===== src/rtl/tdm_demux_pkg.sv =====
// Shared definitions for the TDM link: FSM state type, default frame
// geometry and the slot-to-bit-offset helper used by both link ends.
package tdm_demux_pkg;

    typedef enum logic {
        IDLE = 1'b0,
        RECV = 1'b1
    } state_e;

    localparam int unsigned DEF_CHANNELS = 4;
    localparam int unsigned DEF_WIDTH    = 8;

    // Bit offset of a slot's word inside the packed channel bus.
    function automatic int unsigned slot_lsb(input int unsigned slot,
                                             input int unsigned width);
        return slot * width;
    endfunction

endpackage


===== src/rtl/tdm_shift_in.sv =====
// MSB-first serial-to-parallel word assembler. Only WIDTH-1 bits are stored;
// the bit being sampled completes the word, so the full word is available
// combinationally on the edge that samples the slot's LSB.
module tdm_shift_in
    import tdm_demux_pkg::*;
#(
    parameter int unsigned WIDTH = DEF_WIDTH
) (
    input  logic             clk,
    input  logic             rst,
    input  logic             shift_i,
    input  logic             restart_i,
    input  logic             last_i,
    input  logic             bit_i,
    output logic [WIDTH-1:0] word_o,
    output logic             done_o
);

    localparam int unsigned HW = WIDTH - 1;

    logic [HW-1:0] sh_q;
    logic [HW-1:0] sh_d;

    assign word_o = {sh_q, bit_i};
    // A restart discards the partial word, so it never completes one.
    assign done_o = shift_i & last_i & ~restart_i;

    // Next shift contents: restart seeds bit 0 of a fresh word.
    always_comb begin
        sh_d = sh_q;
        if (shift_i) begin
            sh_d = restart_i ? HW'(bit_i) : word_o[HW-1:0];
        end
    end

    // Shift register state.
    always_ff @(posedge clk or posedge rst) begin
        if (rst) begin
            sh_q <= '0;
        end else begin
            sh_q <= sh_d;
        end
    end

endmodule


===== src/rtl/tdm_demux.sv =====
// TDM receiver: aligns on the sync strobe, counts bits and slots, and steers
// each completed word into its channel register with a one-cycle valid pulse.
module tdm_demux
    import tdm_demux_pkg::*;
#(
    parameter int unsigned CHANNELS = DEF_CHANNELS,
    parameter int unsigned WIDTH    = DEF_WIDTH
) (
    input  logic                      clk,
    input  logic                      rst,
    input  logic                      en,
    input  logic                      sync,
    input  logic                      sdata,
    output logic [CHANNELS*WIDTH-1:0] ch_data,
    output logic [CHANNELS-1:0]       ch_valid,
    output logic                      frame_done,
    output logic                      sync_err
);

    localparam int unsigned BW = $clog2(WIDTH);
    localparam int unsigned SW = $clog2(CHANNELS);

    state_e                    state_q, state_d;
    logic [BW-1:0]             bit_cnt_q, bit_cnt_d;
    logic [SW-1:0]             slot_cnt_q, slot_cnt_d;
    logic [CHANNELS*WIDTH-1:0] ch_data_q, ch_data_d;
    logic [CHANNELS-1:0]       ch_valid_q, ch_valid_d;
    logic                      frame_done_q, frame_done_d;
    logic                      sync_err_q, sync_err_d;

    logic                      shift;
    logic                      last_bit;
    logic                      last_slot;
    logic                      word_done;
    logic [WIDTH-1:0]          word;

    // Shift/restart decisions are kept outside the FSM block so the
    // word-complete flag coming back from the shifter forms no comb loop.
    assign shift     = en & ((state_q == RECV) | sync);
    assign last_bit  = (bit_cnt_q == BW'(WIDTH - 1));
    assign last_slot = (slot_cnt_q == SW'(CHANNELS - 1));

    tdm_shift_in #(
        .WIDTH (WIDTH)
    ) u_shift (
        .clk       (clk),
        .rst       (rst),
        .shift_i   (shift),
        .restart_i (sync),
        .last_i    (last_bit),
        .bit_i     (sdata),
        .word_o    (word),
        .done_o    (word_done)
    );

    // Next-state, counters, channel bank and pulse generation.
    always_comb begin
        state_d      = state_q;
        bit_cnt_d    = bit_cnt_q;
        slot_cnt_d   = slot_cnt_q;
        ch_data_d    = ch_data_q;
        ch_valid_d   = '0;
        frame_done_d = 1'b0;
        sync_err_d   = 1'b0;
        if (en) begin
            if (sync) begin
                // Frame start from IDLE, or resync from RECV.
                sync_err_d = (state_q == RECV);
                bit_cnt_d  = BW'(1);
                slot_cnt_d = '0;
                state_d    = RECV;
            end else if (state_q == RECV) begin
                if (word_done) begin
                    ch_data_d[slot_lsb(32'(slot_cnt_q), WIDTH) +: WIDTH] = word;
                    ch_valid_d[slot_cnt_q] = 1'b1;
                    bit_cnt_d = '0;
                    if (last_slot) begin
                        frame_done_d = 1'b1;
                        slot_cnt_d   = '0;
                        state_d      = IDLE;
                    end else begin
                        slot_cnt_d = slot_cnt_q + 1'b1;
                    end
                end else begin
                    bit_cnt_d = bit_cnt_q + 1'b1;
                end
            end
        end
    end

    // State and output registers.
    always_ff @(posedge clk or posedge rst) begin
        if (rst) begin
            state_q      <= IDLE;
            bit_cnt_q    <= '0;
            slot_cnt_q   <= '0;
            ch_data_q    <= '0;
            ch_valid_q   <= '0;
            frame_done_q <= 1'b0;
            sync_err_q   <= 1'b0;
        end else begin
            state_q      <= state_d;
            bit_cnt_q    <= bit_cnt_d;
            slot_cnt_q   <= slot_cnt_d;
            ch_data_q    <= ch_data_d;
            ch_valid_q   <= ch_valid_d;
            frame_done_q <= frame_done_d;
            sync_err_q   <= sync_err_d;
        end
    end

    assign ch_data    = ch_data_q;
    assign ch_valid   = ch_valid_q;
    assign frame_done = frame_done_q;
    assign sync_err   = sync_err_q;

endmodule

===== config.mk =====
export PLATFORM = sky130hd
export DESIGN_NAME = tdm_demux
export DESIGN_NICKNAME = d
export VERILOG_FILES = /design/src/rtl/tdm_demux_pkg.sv /design/src/rtl/tdm_shift_in.sv /design/src/rtl/tdm_demux.sv
export SDC_FILE = /design/constraint.sdc
export NUM_CORES = 1
export LEC_CHECK = 0
export BUFFER_PORTS_ARGS = -buffer_cell sky130_fd_sc_hd__buf_2
export CAP_MARGIN = 10
export CORE_MARGIN = 2
export CORE_UTILIZATION = 45
export DETAILED_ROUTE_END_ITERATION = 10
export GPL_TIMING_DRIVEN = 0
export PLACE_DENSITY = 0.66
export SLEW_MARGIN = 10
export SYNTH_ARGS = -nofsm -noshare
export SYNTH_HDL_FRONTEND = slang
export SYNTH_SLANG_ARGS = --single-unit

===== constraint.sdc =====
create_clock -name clk -period 1.7 [get_ports clk]
set_input_delay 0.255 -clock clk [delete_from_list [all_inputs] [get_ports clk]]
set_output_delay 0.255 -clock clk [all_outputs]
set_load 0.01 [all_outputs]

==> impl_metrics.toml <==
[sta]
tightest_slew_ns = 0.609
rsz0062_at_grt = "true"
period_needed_ns = 1.65
setup_viol = 0
whs_ns = -0.00682
finalHoldViolCount = 10
slew_headroom_pct = 59.0
timing.fmax_mhz = 606
fin_worst_skew_ns = 0.00452
post-route-period-util_pct = 97.0
fin_tns_setup_ns = 0
slew_violations = 0

[synth]
syn_inst = 220
synth_most_common_cell = "dfrtp_1"
yosys.area.top_type = "dfrtp_1"
synth-seq-cells = 50
syn_area_per_cell_um2 = 10.7
synth_simple_gate_area_share_pct = 14.5
synth_top_area_share_pct = 53.1
synthXorXnorAreaFrac_pct = 0
synthTopCellsByCount = "dfrtp_1 (50), inv_1 (41), nand4_1 (32)"
synth_edf_count = 0
synth_top_family_by_area = "compound AO/OA/AOI/OAI gates"
syn_area_mm2 = 0.00235
synthArstFlopShare_pct = 100
synthesis.nets = 232
yosysSeqAreaShare_pct = 53.1
synth_compound_area_share_pct = 16.2
synth_fa_ha_area_share_pct = 3.72
synth_mux_area_share_pct = 0.903
synthFlopType = "dfrtp_1"
ys_top_cells_by_area = "dfrtp_1 (53%), o21ai_2 (8.9%), nand4_1 (8.5%)"
ys_types = 30
yosys_warnings = 0

[die]
fp.dieW_um = 76.3
fp-row-count = 26
start_util_pct = 46.4
core_area_mm2 = 0.00507
dieArea_mm2 = 0.00583
die_h_um = 76.3
io_pins = 43

[placed_design]
hpwl_um = 3220
gp_congestion = 0.797
io_buffer_count = 42

[routing]
drt_pass1_iterations = 4
drc = 0
viasPerCell = 5.00
drtIter0Drc = 62
drtAntennaViolNets = 0
wire_per_inst_um = 14.2
vias = 1719
wl_um = 4890

[power]
powerDensity_mw_per_mm2 = 971
clock_power_share_pct = 29.6
total_power_uw = 2810
seqPwrFrac_pct = 48.4
switching_share_pct = 28.0
p_int_uw = 2020
vdd_drop_max_uv = 523
comb_power_share_pct = 22.0
power_switching_uw = 787
leakage_uw = 0.00136

[status]
violations = "negative hold slack"
status = "finished with violations"

[setup_path]
critPathMaxFanout = 8
path_cells = "buf_6 > clkinvlp_4 > ha_4 > nor3b_4 > buf_6 > nand4_1 > o21ai_1"
critical_path.slowest_cell = "dfrtp_1"
critPathBufInv = 3
critPathMaxStageDelay_ns = 0.41
critPathCaptureType = "register"
arrival_ns = 1.88
critPathTopFamily = "buffers and inverters"
start_kind = "register"
critPathRequiredTime_ns = 1.93
crit_type = "reg2reg"
crit_top_cell = "buf_6"

[cts]
clk_latency_ns = 0.30
cts_num_sinks = 50
cts_buffer_depth = 2
cts_inserted_buffers = 5
cts_tree = "done"
root_buffer = "clkbuf_8"
cts_max_level = 2
clkTransAtPathRegs_ns = 0.09

[run]
max_cap_viol_count = 0

[global_routing]
antenna_found_initial = 0
grt_use_total_pct = 17.4
grt_max_degree = 27
grt_pass1_vias = 1577
grt_pass1_wl_um = 8050
grt_overflow = 0

[layout]
diodes = 0
nets = 285
post-route-util_pct = 57.1
area_growth_syn_to_layout_pct = 23.0
drive_above_1_share_pct = 38.7

[min_path]
hp-class = "in2async"
timing repair:
| item | in CTS | in global routing |
|---|---|---|
| hold buffers | 0 | 0 |
| pin swaps | 0 | 9 |
| gates resized for setup | 8 | 14 |
| hold endpoints to repair | 0 | 0 |
| setup endpoints to repair | 32 | 35 |
| buffers inserted | 0 | 7 |
metrics by stage:
step / cell area [um2] / cells / hold WS (ns) / setup slack [ns]
floorplan: 2350 / 220 / 0.406 / 0.0993
global placement: 2650 / 332 / 0.481 / -0.386
detailed placement: 2670 / 333 / 0.347 / -0.162
CTS: 2820 / 339 / 0.0129 / -0.0130
global route: 2900 / 344 / 0.0294 / -0.0364
finish: 2900 / 344 / -0.00682 / 0.0502
power by group through the flow:
stage                     Clock (uW)  Sequential [uW]  Combinational [uW]
after floorplan                    0             1400                 309
after global placement             0             1380                 477
after detailed placement           0             1380                 490
after CTS                        854             1360                 550
after global routing             889             1380                 678
final                            832             1360                 619
placed cells by master, fill, tap and decap left out, types with 3 or more instances in the layout:
master / instances
o21ai_2: 24
o21ai_0: 5
ha_4: 3
buf_2: 45
buf_4: 10
dfrtp_1: 50
nand4_1: 32
a22o_1: 4
o21ai_1: 6
clkbuf_8: 5
and2_1: 5
o22ai_1: 5
buf_6: 6
nand2_1: 3
nor3b_4: 3
inv_1: 39
clkbuf_1: 3
area by class of cell:
cell class,instances,area [um2]
tap,70,87.6
clock inverter,2,37.5
fill,471,2180
inverter,41,158
timing repair buffer,50,287
multi-input combinational,111,895
clock buffer,6,72.6
sequential,50,1250
buffer,14,109
worst reg2reg max path, cell delays in order (launching register included):
cell        delay [ns]
dfrtp_1           0.41
buf_6             0.13
clkinvlp_4        0.15
ha_4              0.36
nor3b_4           0.19
buf_6             0.14
nand4_1           0.10
o21ai_1           0.11
cells by family (layout without fill, tap and decap cells):
| family | after synthesis | after routing |
|---|---|---|
| flip-flops | 50 | 50 |
| AND/OR/NAND/NOR | 52 | 52 |
| multiplexers | 2 | 2 |
| adder cells (fa/ha/maj) | 7 | 7 |
| AO/OA/AOI/OAI | 50 | 50 |
| buffers and inverters | 59 | 113 |
layer usage:
metal	vias to the layer above	routed length (um)	GRT usage (%)
met2	44	2270	26.7
met1	811	2360	25.3
li1	859	-	-
met4	0	53	6.00
met5	-	0	0
met3	5	211	2.61
sequential cells by signal, indices dropped and copies added (netlist names):
name	flops
bit_cnt_q	3
u_shift.sh_q	7
slot_cnt_q	2
state_q	1
ch_data	32
ch_valid	4
sync_err	1
final timing paths:
check | from | to | slack, ns | depth (start not counted)
max | slot_cnt_q[0] | ch_data[21] | 0.05 | 7
min | rst | ch_data[21] | -0.007 | 2
max reg2reg | slot_cnt_q[0] | ch_data[21] | 0.05 | 7
min reg2reg | ch_data[14] | ch_data[14] | 0.53 | 2
max in group asynchronous | rst | slot_cnt_q[0] | 1.18 | 3
min in group clk | sdata | ch_data[24] | 0.28 | 3
Note: power is estimated with default switching activity, not from simulation.
